$ cat src/rtl/port_tx.sv
// Transmit port: a small FIFO feeding a valid/ready link toward a switch
// downstream port, with optional idle gap cycles after every accepted transfer.
module port_tx #(
  parameter int DEPTH = 4,
  parameter int GAP   = 0
) (
  input  logic                     clk,
  input  logic                     rst_b,
  input  logic                     push_valid,
  input  logic [7:0]               push_addr,
  input  logic [7:0]               push_data,
  output logic                     push_rdy,
  input  logic                     flush,
  output logic [7:0]               addr_in,
  output logic [7:0]               data_in,
  output logic                     valid_in,
  input  logic                     rcv_rdy,
  output logic                     busy,
  output logic [$clog2(DEPTH):0]   level,
  output logic [15:0]              tx_count
);

  localparam int AW = $clog2(DEPTH);

  typedef enum logic [1:0] {
    ST_IDLE,
    ST_SEND,
    ST_GAP
  } state_t;

  state_t        state;
  logic [AW-1:0] wr_ptr;
  logic [AW-1:0] rd_ptr;
  logic [3:0]    gap_cnt;
  logic [15:0]   mem [DEPTH];
  logic [15:0]   head;
  logic          push_acc;
  logic          pop;
  logic          accept;

  assign push_rdy = (level < (AW+1)'(DEPTH));
  assign push_acc = push_valid && push_rdy && !flush;
  assign accept   = (state == ST_SEND) && rcv_rdy;
  // Pop only when the output registers are free this cycle: from IDLE, or
  // back-to-back out of SEND when no gap is configured.
  assign pop      = !flush && (level != '0) &&
                    ((state == ST_IDLE) || (accept && (GAP == 0)));
  assign head     = mem[rd_ptr];
  assign busy     = (level != '0) || (state != ST_IDLE);

  always_ff @(posedge clk) begin
    if (push_acc) begin
      mem[wr_ptr] <= {push_addr, push_data};
    end
  end

  always_ff @(posedge clk or posedge rst_b) begin
    if (rst_b) begin
      wr_ptr <= '0;
      rd_ptr <= '0;
      level  <= '0;
    end else if (flush) begin
      wr_ptr <= '0;
      rd_ptr <= '0;
      level  <= '0;
    end else begin
      if (push_acc) begin
        wr_ptr <= wr_ptr + AW'(1);
      end
      if (pop) begin
        rd_ptr <= rd_ptr + AW'(1);
      end
      case ({push_acc, pop})
        2'b10:   level <= level + 1'b1;
        2'b01:   level <= level - 1'b1;
        default: level <= level;
      endcase
    end
  end

  always_ff @(posedge clk or posedge rst_b) begin
    if (rst_b) begin
      state    <= ST_IDLE;
      valid_in <= 1'b0;
      addr_in  <= '0;
      data_in  <= '0;
      gap_cnt  <= '0;
      tx_count <= '0;
    end else begin
      case (state)
        ST_IDLE: begin
          valid_in <= 1'b0;
          if (pop) begin
            state    <= ST_SEND;
            valid_in <= 1'b1;
            addr_in  <= head[15:8];
            data_in  <= head[7:0];
          end
        end
        ST_SEND: begin
          if (accept) begin
            if (tx_count != '1) begin
              tx_count <= tx_count + 16'd1;
            end
            if (GAP != 0) begin
              state    <= ST_GAP;
              valid_in <= 1'b0;
              gap_cnt  <= 4'(GAP);
            end else if (pop) begin
              valid_in <= 1'b1;
              addr_in  <= head[15:8];
              data_in  <= head[7:0];
            end else begin
              state    <= ST_IDLE;
              valid_in <= 1'b0;
            end
          end
        end
        ST_GAP: begin
          valid_in <= 1'b0;
          if (gap_cnt <= 4'd1) begin
            state   <= ST_IDLE;
            gap_cnt <= '0;
          end else begin
            gap_cnt <= gap_cnt - 4'd1;
          end
        end
        default: begin
          state    <= ST_IDLE;
          valid_in <= 1'b0;
        end
      endcase
    end
  end

endmodule

$ cat config.mk
export PLATFORM = sky130hd
export DESIGN_NAME = port_tx
export DESIGN_NICKNAME = d
export VERILOG_FILES = /design/src/rtl/port_tx.sv
export SDC_FILE = /design/constraint.sdc
export NUM_CORES = 1
export LEC_CHECK = 0
export BUFFER_PORTS_ARGS = -buffer_cell sky130_fd_sc_hd__buf_2
export CELL_PAD_IN_SITES_DETAIL_PLACEMENT = 0
export CELL_PAD_IN_SITES_GLOBAL_PLACEMENT = 2
export CORE_MARGIN = 3
export CORE_UTILIZATION = 35
export DETAILED_ROUTE_END_ITERATION = 8
export GPL_TIMING_DRIVEN = 0
export PLACE_DENSITY_LB_ADDON = 0.2
export SLEW_MARGIN = 20
export SYNTH_ARGS = -nofsm -noshare
export SYNTH_HDL_FRONTEND = slang
export SYNTH_SLANG_ARGS = --single-unit
$ cat constraint.sdc
create_clock -name clk -period 5.9 [get_ports clk]
set_input_delay 0.885 -clock clk [delete_from_list [all_inputs] [get_ports clk]]
set_output_delay 0.885 -clock clk [all_outputs]
set_load 0.02 [all_outputs]
# Word-level counts from Yosys, hierarchy flattened
# Memory sizes are Yosys's and may differ from the RTL's.
# Index checks and enable logic that the tools add are counted.
dict set report op_classes {
  add_sub_neg 6
  n_lt_le_gt_ge 2
  n_eq_ne 9
  n_mux 23
  reduce_logical 18
}
# operator n
set op_table {}
lappend op_table {{8-bit 2-to-1 mux} 4}
lappend op_table {{8-bit case mux with 2 select lines} 2}
lappend op_table {{16-bit by 1-bit adder with 16-bit output (second input constant)} 1}
lappend op_table {{2-bit 2-to-1 mux} 8}
lappend op_table {{16-bit inequality test (second input constant)} 1}
lappend op_table {{2-bit inequality test (second input constant)} 4}
lappend op_table {{2-bit nonzero test} 4}
lappend op_table {{2-bit case mux with 3 select lines} 1}
lappend op_table {{3-bit case mux with 2 select lines} 1}
lappend op_table {{3-bit nonzero test} 2}
lappend op_table {{1-bit logical AND} 5}
lappend op_table {{2-bit by 1-bit adder with 2-bit output (second input constant)} 2}
lappend op_table {{2-bit by 1-bit == test with 1-bit output (second input constant)} 2}
lappend op_table {{2-bit == test (second input constant)} 2}
lappend op_table {{4-bit by 1-bit <= comparator with 1-bit output (second input constant)} 1}
lappend op_table {{1-bit 2-to-1 mux} 4}
lappend op_table {{4-bit 2-to-1 mux} 1}
lappend op_table {{4-bit AND reduction} 1}
lappend op_table {{4-bit by 1-bit subtractor with 4-bit output (second input constant)} 1}
lappend op_table {{3-bit by 1-bit adder with 3-bit output (second input constant)} 1}
lappend op_table {{3-bit < comparator (second input constant)} 1}
lappend op_table {{3-bit 2-to-1 mux} 1}
lappend op_table {{3-bit AND reduction} 1}
lappend op_table {{3-bit by 1-bit subtractor with 3-bit output (second input constant)} 1}
lappend op_table {{other kinds (5)} 6}
dict set report word_totals {
  ff_bits 46
  ram_bits 64
  in_bits 21
  out_inout_bits 38
  wordCells 68
  memories 1
}
# name depth word_bits rd rd_clocked_by_memory_dff write_ports line_no
set mem_list {}
lappend mem_list {mem 4 16 1 0 1 35} ;# logic [15:0] mem [DEPTH];

# Depth between registers and ports, before layout
# Gate-level depths: netlist of the first run.
dict set report depth {
  word_depth 7
  depth_mapped 6
  mapped_depth_nobuf 6
}

# Worst setup path after synthesis of the first run
# OpenSTA, ideal clock, no wires.
dict set report synth_path {
  kind {input-to-reg}
  startpoint {in rcv_rdy}
  endpoint {reg level[2]}
  setup_ps 82
  t_arrival_ps 2285
  required_time_ps 5818
  setup_slack_ps 3533
  stages 6
  n_path_buf 0
  path_cell_list {nand2b_2 nand2_4 nor3_1 fa_1 or4_1 a31oi_1}
}
dict set report synth_via {
  elab_chain_len 6
  elab_cells_between_ends 8
  classes_between {2 x eq/ne; 2 x mux; 4 x reduce/logical}
}
# item line_no
set synth_lines {}
lappend synth_lines {{from (decl)} 17} ;# input logic rcv_rdy,
lappend synth_lines {{1-bit logical AND *} 43} ;# assign accept = (state == ST_SEND) && rcv_rdy;
lappend synth_lines {{1-bit logical OR *} 47} ;# ((state == ST_IDLE) || (accept && (GAP == 0)));
lappend synth_lines {{1-bit logical AND *} 46} ;# assign pop = !flush && (level != '0) &&
lappend synth_lines {{2-bit by 1-bit == test with 1-bit output or 2-bit == test (tied branches)} 73} ;# case ({push_acc, pop})
lappend synth_lines {{3-bit case mux with 2 select lines} 73}
lappend synth_lines {{3-bit 2-to-1 mux} 62} ;# end else if (flush) begin
lappend synth_lines {{to (signal assigned)} 74} ;# 2'b10: level <= level + 1'b1;
lappend synth_lines {{to (signal assigned)} 75} ;# 2'b01: level <= level - 1'b1;
lappend synth_lines {{to (signal assigned)} 76} ;# default: level <= level;
lappend synth_lines {{to (decl)} 19} ;# output logic [$clog2(DEPTH):0] level,
# Every way passes the cells marked *; elsewhere a longest branch is shown, timed or not.
# A chain may end at the register's enable or synchronous reset.

# Worst setup path in the final report of the first run
dict set report layout_path {
  startpoint {in flush}
  endpoint {mem mem[1][12] (enable)}
}
dict set report layout_via {
  elab_chain_len 4
}
# item line_no
set layout_lines {}
lappend layout_lines {{from (decl)} 13} ;# input logic flush,
lappend layout_lines {{1-bit logical NOT} 42} ;# assign push_acc = push_valid && push_rdy && !flush;
lappend layout_lines {{1-bit logical AND} 42}
lappend layout_lines {{1-bit 2-to-1 mux} 52} ;# if (push_acc) begin
lappend layout_lines {{1-bit 2-to-1 mux (not written as such)} 53} ;# mem[wr_ptr] <= {push_addr, push_data};
lappend layout_lines {{to (decl)} 35}
# Every way passes these cells.

==> flow_metrics.env, run 1 <==
export IMPL_status="finished, final reports clean"
export IMPL_reg2reg_slack_ns=3.67
export IMPL_multi_input_area_mm2=0.001340
export IMPL_rr_endpoint="level[2]"
export IMPL_ir_drop_v=0.0002937
export IMPL_cts_root_buffer="clkbuf_16"
export IMPL_regToRegStartpoint="level[1]"
export IMPL_crit_type="primary input to flop"
export IMPL_yosysTopAreaCell="edfxtp_1"
export IMPL_synth_top_area_share=0.4407
export IMPL_cts_tree="built"
export IMPL_ios=59
export IMPL_gr_total_overflow=0
export IMPL_cp_end_kind="flop"
export IMPL_arrival_ns=2.25
export IMPL_final_setup_tns_ns=0
export IMPL_gp_congestion=0.7062
export IMPL_skew_ns=0.004125
export IMPL_insertion_delay_ns=0.34
export IMPL_synthTopCellsByArea="edfxtp_1 44%, dfrtp_1 24%, mux4_1 6.0%"
export IMPL_drv_cap=0
export IMPL_grt_pass1_vias=2424
export IMPL_crit_required_ns=5.87
export IMPL_cp_max_fo=16
export IMPL_start_util=0.3600
export IMPL_p_per_area_mw_per_mm2=439.4
export IMPL_grt_pass1_wl_um=13430
export IMPL_drive_gt1_frac=0.3427
export IMPL_dr_pass1_iters=4
export IMPL_grt_util_all_layers=0.1277
export IMPL_hold_depth=1
export IMPL_portBuffers=58
export IMPL_drtIter0Drc=129
export IMPL_htree_num_levels=3
export IMPL_post_route_drc_count=0
export IMPL_core_area_mm2=0.01211
export IMPL_hpwl_um=5334
export IMPL_yosysSeqAreaShare=0.6760
export IMPL_max_freq_mhz=437.1
export IMPL_ant_nets=0
export IMPL_setup_viol=0
export IMPL_rows=40
export IMPL_endpoint="mem[1][12]"
export IMPL_syn_to_final_growth_pct=18.54
export IMPL_drt_wl_total_um=8204
export IMPL_cts_setup_buffers=0
export IMPL_synthesis_nets=274
export IMPL_finalCriticalPeriod_ns=2.288
export IMPL_drt_wirelength_per_cell_um=16.78
export IMPL_fin_crit_sh=0.3878
export IMPL_worst_setup_path_start_kind="primary input"
export IMPL_mostFrequentLayoutCell="edfxtp_1"
export IMPL_relSlewSlack=0.3674
export IMPL_synth_cell_types=43
export IMPL_layout_common_cells="64 x edfxtp_1, 59 x buf_2, 41 x dfrtp_1"
export IMPL_clk_pin_slew_worst_paths_ns=0.07
export IMPL_syn_inst=247
export IMPL_die_height_um=117.6
export IMPL_tightest_slew_ns=0.9489
export IMPL_viasPerCell=4.730
export IMPL_p_leak_nw=2.024
export IMPL_die_w_um=117.6
export IMPL_cts_sinks=105
export IMPL_antenna_found_initial=0
export IMPL_cts_resized=0
export IMPL_routed_via_count=2313
export IMPL_p_total_mw=2.271
export IMPL_maxSlewViolCount=0
export IMPL_ctsLongestPathBuffers=2
export IMPL_register_area_mm2=0.002948
export IMPL_cp_startpoint="flush"
export IMPL_die_area_mm2=0.01383
export IMPL_yosys_warnings=0
export IMPL_rsz0062_at_grt="false"
export IMPL_synth_seq_cells=105
export IMPL_netlist_area_mm2=0.004360
export IMPL_grt_max_degree=24
export IMPL_cts_hold_buffers=0
export IMPL_num_antenna_cells=0
export IMPL_ff2ff_path_depth=6
export IMPL_hold_violations=0
export IMPL_final_nets=344
export IMPL_syn_area_per_cell_um2=17.65
export IMPL_cts_buffers=9
export IMPL_fillers=1159
export IMPL_hold_class="flop to flop"
==> worst min path at each step <==
stage                             from           end  slack, ns
final                     tx_count[14]  tx_count[14]       0.49
after global routing        data_in[2]    data_in[2]       0.51
after CTS                 tx_count[14]  tx_count[14]       0.49
after detailed placement  tx_count[14]  tx_count[14]       0.48
after global placement    tx_count[14]  tx_count[14]       0.48
after floorplan              wr_ptr[0]     wr_ptr[0]       0.56
==> per-stage QoR <==
step                      setup WS, ns  instance area, um^2  instances  hold slack [ns]  utilization
after floorplan                  3.533                 4360        247           0.5616            -
after global placement           3.204                 4861        473           0.4802       0.4013
after detailed placement         3.195                 4881        474           0.4850       0.4030
after CTS                        3.567                 5169        489           0.4946       0.4268
after global routing             3.447                 5169        489           0.5136       0.4268
final                            3.612                 5169        489           0.4884       0.4268
==> cell usage after synthesis (all sizes together) <==
master and n:
mux4 16, nor2 10, o21ai 3, a31oi 1, or4 1, nor2b 1, or3 1, a211oi 1
xor2 5, nand3 9, nand2 7, nor3 2, and3 4, nand4 5, edfxtp 64, a21o 1
o2111ai 2, xnor2 13, ha 5, nand2b 4, fa 1, mux2i 1, o211ai 3, and2b 1
and2 6, mux2 19, inv 4, a221oi 1, clkbuf 2, o22ai 1, and4 3, buf 5
a21oi 4, dfrtp 41
==> area by class of cell <==
| class | count | share of cell area |
|---|---|---|
| repair buffers | 59 | 0.06003 |
| clock inverters | 4 | 0.01065 |
| inverters | 4 | 0.002905 |
| plain buffers | 7 | 0.01114 |
| clock buffers | 11 | 0.04503 |
| well taps | 168 | 0.04067 |
| multi-input cells | 131 | 0.2593 |
| flip-flops and latches | 105 | 0.5703 |
==> worst max-delay path, cell delays in order <==
cell,delay (ns)
buf_2,0.12
clkbuf_1,0.22
nor2_1,0.23
and2_1,0.79
==> flip-flops by register name, indices dropped and copies added, names as in the netlist <==
name      cells
addr_in       8
data_in       8
level         3
mem          64
rd_ptr        2
state         1
tx_count     16
valid_in      1
wr_ptr        2
==> cell families (layout without fill, tap and decap cells) <==
family	count (synthesis)	in the layout	synth area share
AND/OR/NAND/NOR	54	54	0.07375
multiplexers	36	36	0.1521
buffers and inverters	11	85	0.01664
AO/OA/AOI/OAI	17	17	0.02640
XOR/XNOR	18	18	0.03615
adder cells (fa/ha/maj)	6	6	0.01894
flip-flops	105	105	0.6760
==> report_power, final <==
group	internal (mW)	leakage [nW]	switching, mW
Sequential	0.904	1.10	0.0888
Clock	0.329	0.136	0.260
Combinational	0.332	0.785	0.357
==> layer usage <==
metal / GRT usage / routed length, um / up-vias
li1: - / - / 1094
met2: 0.2131 / 4101 / 48
met1: 0.1550 / 3610 / 1162
met5: 0 / 0 / -
met3: 0.04950 / 383 / 9
met4: 0.03516 / 109 / 0
No activity file was read; power rests on OpenSTA's default activity.
==> run 2, diff against run 1 <==
--- a/config.mk
+++ b/config.mk
@@ -5,11 +5,12 @@
 export SDC_FILE = /design/constraint.sdc
 export NUM_CORES = 1
 export LEC_CHECK = 0
+export ABC_AREA = 1
 export BUFFER_PORTS_ARGS = -buffer_cell sky130_fd_sc_hd__buf_2
 export CELL_PAD_IN_SITES_DETAIL_PLACEMENT = 0
 export CELL_PAD_IN_SITES_GLOBAL_PLACEMENT = 2
 export CORE_MARGIN = 3
-export CORE_UTILIZATION = 35
+export CORE_UTILIZATION = 33
 export DETAILED_ROUTE_END_ITERATION = 8
 export GPL_TIMING_DRIVEN = 0
 export PLACE_DENSITY_LB_ADDON = 0.2
==> constraint.sdc (replaced) <==
create_clock -name clk -period 1.8 [get_ports clk]
set_input_delay 0.27 -clock clk [delete_from_list [all_inputs] [get_ports clk]]
set_output_delay 0.27 -clock clk [all_outputs]
set_load 0.02 [all_outputs]
==> run 2 against run 1 <==
First-iteration DRC count up 33%. Final area is 6.4% higher. Via count is 36% higher. Global-route usage increased by 2.3 points. Combinational power increased to 3.7 times the previous value. Critical endpoint is now addr_in[5]. Cell count up 40%. Flip-flop and latch count unchanged. Hold slack got worse by 0.36 ns. Largest power group unchanged. Die area up 9.2%. Routed wire length rose by 29%. Sequential share of layout area decreased by 3.4 points. Count of clock-buffer cells in the layout increased by 1.
==> flow_metrics.env, run 2 <==
export IMPL_syn_inst=426
export IMPL_synth_seq_cells=105
export IMPL_ios=59
export IMPL_yosysMostFrequentCell="nand2_1"
export IMPL_rows=42
export IMPL_synth_xor_area_share=0.01554
export IMPL_worst_setup_path_start_kind="flop"
export IMPL_syn_to_final_growth_pct=22.01
export IMPL_worst_hold_slack_ns=0.1327
export IMPL_worstPathBufferInverterCount=2
export IMPL_top_regs="mem x64, tx_count x16"
export IMPL_status="finished, final reports clean"
export IMPL_synth_ff_type="edfxtp_1"
export IMPL_p_per_area_mw_per_mm2=1396
export IMPL_yosysSeqAreaShare=0.6539
export IMPL_dr_pass1_iters=4
export IMPL_post_route_drc_count=0
export IMPL_htree_num_levels=3
export IMPL_cp_max_fo=10
export IMPL_num_antenna_cells=0
export IMPL_gp_congestion=0.7253
export IMPL_drv_cap=0
export IMPL_muxShareOfSynthArea=0
export IMPL_start_util=0.3391
export IMPL_hold_violations=0
export IMPL_ir_drop_v=0.0005648
export IMPL_drive_gt1_frac=0.2264
export IMPL_gr_total_overflow=0
export IMPL_relSlewSlack=0.6215
export IMPL_rsz0062_at_grt="false"
export IMPL_cts_root_buffer="clkbuf_16"
export IMPL_largest_register="mem"
export IMPL_yosys_area_share_simple=0.1915
export IMPL_synth_top_family_by_area="simple AND/OR/NAND/NOR gates"
export IMPL_fin_crit_sh=0.9155
export IMPL_drt_wirelength_per_cell_um=15.49
export IMPL_drt_wl_total_um=10590
export IMPL_cts_sinks=105
export IMPL_p_total_mw=7.680
export IMPL_grt_pass1_wl_um=16670
export IMPL_synth_top_area_share=0.4263
export IMPL_die_area_mm2=0.01510
export IMPL_crit_type="flop to flop"
export IMPL_post_place_ws_ns=-0.4403
export IMPL_grt_util_all_layers=0.1504
export IMPL_synth_cell_types=34
export IMPL_portBuffers=58
export IMPL_cts_buffers=9
export IMPL_viasPerCell=4.610
export IMPL_crit_family="buffers and inverters"
export IMPL_async_flop_share=0.3905
export IMPL_mostFrequentLayoutCell="nand2_1"
export IMPL_layout_common_cells="119 x nand2_1, 64 x edfxtp_1, 60 x buf_2"
export IMPL_cpPeakStageDelay_ns=0.50
export IMPL_place_inst=661
export IMPL_ctsLongestPathBuffers=2
export IMPL_yosysTopAreaCell="edfxtp_1"
export IMPL_cts_tree="built"
export IMPL_hpwl_um=7028
export IMPL_hold_class="primary input to flop"
export IMPL_grt_pass1_vias=3044
export IMPL_syn_area_per_cell_um2=10.58
export IMPL_reg2reg_slack_ns=0.15
export IMPL_largest_register_ffs=64
export IMPL_tightest_slew_ns=0.5678
export IMPL_crit_required_ns=2.09
export IMPL_core_area_mm2=0.01330
export IMPL_antenna_found_initial=0
export IMPL_arrival_ns=1.94
export IMPL_ant_nets=0
export IMPL_register_area_mm2=0.002948
export IMPL_yosys_warnings=0
export IMPL_synthesis_nets=453
export IMPL_synthAdderAreaFrac=0.01832
export IMPL_design_area_mm2=0.005500
export IMPL_grt_max_degree=30
export IMPL_setup_viol=0
export IMPL_synthTopCellsByArea="edfxtp_1 43%, dfrtp_1 23%, nand2_1 9.9%"
export IMPL_synth_compound_area_frac=0.07966
export IMPL_cp_end_kind="flop"
export IMPL_clk_pin_slew_worst_paths_ns=0.07
export IMPL_insertion_delay_ns=0.35
export IMPL_multi_input_area_mm2=0.001428
export IMPL_crit_chain="inv_1 -> clkbuf_2 -> o21ai_0 -> o22ai_1 -> nand2_1 -> nand2_1"
export IMPL_p_leak_nw=2.324
export IMPL_placed_area_mm2=0.005049
export IMPL_final_cells=684
export IMPL_final_nets=530
export IMPL_maxSlewViolCount=0
export IMPL_skew_ns=0.006604
export IMPL_die_height_um=122.9
export IMPL_die_w_um=122.9
export IMPL_synth_edf_count=64
export IMPL_fillers=1318
export IMPL_setup_slack_ns=0.1520
export IMPL_finalCriticalPeriod_ns=1.648
export IMPL_yosys_top_cells_count="119 x nand2_1, 64 x edfxtp_1, 49 x nor2_1"
export IMPL_drtIter0Drc=171
export IMPL_crit_slowest_cell="dfrtp_1"
export IMPL_max_freq_mhz=606.8
export IMPL_cpMostUsedCell="nand2_1"
export IMPL_routed_via_count=3153
export IMPL_netlist_area_mm2=0.004508
run 2: cell types whose count changed after synthesis, moves of 6 or more:
| cell | change |
|---|---|
| mux2_4 | -11 |
| nor2_1 | +40 |
| clkbuf_1 | +6 |
| inv_1 | +24 |
| mux2_2 | -8 |
| o21ai_0 | +38 |
| o22ai_1 | +15 |
| mux4_1 | -10 |
| mux4_2 | -6 |
| nand2_1 | +113 |
| xnor2_1 | -9 |
run 2: final timing paths:
path                              start  depth (start not counted)    endpoint
min in group asynchronous         rst_b                          3    level[0]
max                           rd_ptr[1]                          6  addr_in[5]
min reg2reg                  addr_in[7]                          2  addr_in[7]
max reg2reg                   rd_ptr[1]                          6  addr_in[5]
min                        push_addr[4]                          1  mem[0][12]
max in group asynchronous         rst_b                          4  addr_in[7]
run 2: what timing repair did:
| item | 4_1_cts | 5_1_grt |
|---|---|---|
| setup endpoints to repair | 74 | 85 |
| hold buffers | 1 | 0 |
| gates cloned | 0 | 0 |
| endpoints found under the hold margin | 12 | 0 |
| resized for setup | 7 | 13 |
| setup buffers | 6 | 0 |
| pin swaps | 3 | 0 |
run 2: logic make-up after synthesis:
group,Yosys count
and+or+nand+nor,198
DFF,105
AOI/OAI and AO/OA,65
buffers and inverters,44
xor gates and xnor gates,8
adders and majority gates,6
run 2: area by class of cell:
class	instances	area share
sequential	105	0.5359
multi-input combinational	277	0.2596
timing repair buffer	66	0.07780
clock buffer	12	0.04481
tap	176	0.04004
inverter	31	0.02207
buffer	13	0.01319
clock inverter	4	0.006597
run 2: power breakdown:
| part | internal, mW | switching [mW] | total (mW) |
|---|---|---|---|
| sequential | 2.97 | 0.303 | 3.27 |
| combinational | 0.827 | 1.69 | 2.52 |
| clock | 0.995 | 0.894 | 1.89 |
run 2: metrics by stage:
| stage | util | TNS (ns) |
|---|---|---|
| CTS | 0.4116 | 0 |
| detailed placement | 0.3797 | -26.97 |
| global route | 0.4137 | 0 |
| global placement | 0.3782 | -38.07 |
| floorplan | - | -3.919 |
| finish | 0.4137 | 0 |
run 2: metal layers:
layer,vias to the layer above,GRT usage,wire length [um]
li1,1591,-,-
met1,1497,0.2084,5156
met2,53,0.2330,4852
met3,12,0.02857,397
met4,0,0.06088,188
met5,-,0,0
==> run 3, diff against run 2 <==
--- a/config.mk
+++ b/config.mk
@@ -7,13 +7,12 @@
 export LEC_CHECK = 0
 export ABC_AREA = 1
 export BUFFER_PORTS_ARGS = -buffer_cell sky130_fd_sc_hd__buf_2
-export CELL_PAD_IN_SITES_DETAIL_PLACEMENT = 0
-export CELL_PAD_IN_SITES_GLOBAL_PLACEMENT = 2
 export CORE_MARGIN = 3
-export CORE_UTILIZATION = 33
+export CORE_UTILIZATION = 35
 export DETAILED_ROUTE_END_ITERATION = 8
 export GPL_TIMING_DRIVEN = 0
 export PLACE_DENSITY_LB_ADDON = 0.2
+export RECOVER_POWER = 100
 export SLEW_MARGIN = 20
 export SYNTH_ARGS = -nofsm -noshare
 export SYNTH_HDL_FRONTEND = slang
==> run 3 against run 2 <==
Final area shrank 1.8%. Core utilization grew 2.5 points. Cell count shrank 1.3%. Maximum frequency grew 0.35%. Die area shrank 5.4%. Via count grew 3.6%. Global-route usage grew 0.87 points. Critical endpoint is now mem[3][6]. Largest power group unchanged. Highest routed layer unchanged.
==> flow_metrics.env, run 3 (same netlist as run 2, synthesis figures left out) <==
export IMPL_ir_drop_v=0.0006809
export IMPL_die_height_um=119.5
export IMPL_drtIter0Drc=183
export IMPL_cpPeakStageDelay_ns=0.42
export IMPL_drv_cap=0
export IMPL_gp_congestion=0.8094
export IMPL_setup_viol=0
export IMPL_max_freq_mhz=608.9
export IMPL_cp_max_fo=16
export IMPL_maxSlewViolCount=0
export IMPL_gr_total_overflow=0
export IMPL_insertion_delay_ns=0.35
export IMPL_crit_chain="inv_2 -> nand2_1 -> nor2_1 -> inv_2 -> nor2_4 -> buf_12"
export IMPL_crit_slowest_cell="dfrtp_1"
export IMPL_die_area_mm2=0.01428
export IMPL_relSlewSlack=0.5540
export IMPL_cts_tree="built"
export IMPL_place_inst=653
export IMPL_portBuffers=58
export IMPL_fin_crit_sh=0.9123
export IMPL_die_w_um=119.5
export IMPL_dr_pass1_iters=4
export IMPL_crit_type="flop to flop"
export IMPL_post_route_drc_count=0
export IMPL_antenna_found_initial=0
export IMPL_rsz0062_at_grt="false"
export IMPL_hp_start="rcv_rdy"
export IMPL_largest_register="mem"
export IMPL_grt_util_all_layers=0.1591
export IMPL_crit_required_ns=1.86
export IMPL_cts_sinks=105
export IMPL_p_per_area_mw_per_mm2=1439
export IMPL_viasPerCell=4.840
export IMPL_finalCriticalPeriod_ns=1.642
export IMPL_top_regs="mem x64, tx_count x16"
export IMPL_arrival_ns=1.70
export IMPL_worst_setup_path_start_kind="flop"
export IMPL_grt_pass1_wl_um=17570
export IMPL_cpMostUsedCell="inv_2"
export IMPL_ant_nets=0
export IMPL_syn_to_final_growth_pct=19.82
export IMPL_largest_register_ffs=64
export IMPL_cts_root_buffer="clkbuf_16"
export IMPL_hold_class="primary input to flop"
export IMPL_hold_depth=2
export IMPL_regToRegStartpoint="level[2]"
export IMPL_final_cells=675
export IMPL_worst_hold_slack_ns=0.1640
export IMPL_start_util=0.3662
export IMPL_cp_end_kind="flop"
export IMPL_ff2ff_path_depth=6
export IMPL_post_route_util=0.4387
export IMPL_tightest_slew_ns=0.6682
export IMPL_status="finished, final reports clean"
export IMPL_drt_wirelength_per_cell_um=15.77
export IMPL_hold_end="state[0]"
export IMPL_routed_via_count=3267
export IMPL_clk_pin_slew_worst_paths_ns=0.07
export IMPL_cts_buffers=9
export IMPL_reg2reg_slack_ns=0.16
export IMPL_grt_pass1_vias=3322
export IMPL_ctsLongestPathBuffers=2
export IMPL_hold_violations=0
export IMPL_core_area_mm2=0.01231
export IMPL_p_total_mw=7.771
export IMPL_rows=40
export IMPL_p_leak_nw=2.144
export IMPL_num_antenna_cells=0
export IMPL_skew_ns=0.007244
export IMPL_worstPathBufferInverterCount=3
export IMPL_ios=59
export IMPL_final_nets=529
export IMPL_rr_endpoint="mem[3][6]"
export IMPL_hpwl_um=6889
export IMPL_layout_common_cells="119 x nand2_1, 64 x edfxtp_1, 59 x clkbuf_1"
export IMPL_crit_family="simple AND/OR/NAND/NOR gates"
export IMPL_htree_num_levels=3
export IMPL_grt_max_degree=27
export IMPL_mostFrequentLayoutCell="nand2_1"
export IMPL_drive_gt1_frac=0.1105
export IMPL_drt_wl_total_um=10650
-- run 3: cell count changes in the layout (fill, tap and decap cells not counted), moves of 2 or more --
cell       change
buf_2         -53
clkinv_2       +2
nand3_1        +2
buf_12         -2
nand3_2        -2
clkbuf_1      +54
bufinv_16      +2
clkbuf_4       +2
-- run 3: power by group --
part / internal (mW) / leakage (nW) / switching (mW)
sequential: 2.97 / 1.11 / 0.324
clock: 1.22 / 0.150 / 0.855
combinational: 0.716 / 0.886 / 1.69
-- run 3: area by class of cell --
type                            count  area [um^2]
Tap cell                          168        210.2
Inverter                           31        120.1
Sequential cell                   105         2948
Fill cell                        1243         6910
Timing Repair Buffer               65        326.6
Buffer                             13        67.56
Clock buffer                       11        232.7
Clock inverter                      5        81.33
Multi-Input combinational cell    277         1415
-- run 3: how the worst max path moves through the flow --
stage | from | to | slack (ns) | cells past startpoint
4_1_cts | tx_count[1] | tx_count[11] | 0.02 | 9
2_1_floorplan | level[2] | mem[0][0] | -0.06 | 5
3_5_place_dp | level[2] | mem[0][3] | -0.40 | 5
5_1_grt | level[1] | valid_in | 0.01 | 6
3_3_place_gp | level[2] | mem[0][3] | -0.40 | 5
6_report | level[2] | mem[3][6] | 0.16 | 6
-- run 3: routing by layer --
layer,track usage,vias to the layer above,wire [um]
met5,0,-,0
met4,0.06156,0,176
met3,0.03440,13,435
met2,0.2504,58,5078
met1,0.2163,1608,4956
li1,-,1588,-
-- run 3: what timing repair did --
action                     in CTS  in global routing
setup buffers                   5                  0
setup endpoints to repair      69                 97
pin swaps                       4                  0
hold buffers                    1                  0
gates resized for setup         5                 12
hold endpoints to repair       15                  0
-- run 3: through the flow --
step	setup TNS, ns	setup WS (ns)	area (um^2)
CTS	0	0.01748	5472
global placement	-28.16	-0.3993	5019
floorplan	-3.919	-0.06123	4518
global route	0	0.01180	5401
finish	0	0.1578	5401
detailed placement	-22.04	-0.4034	5039
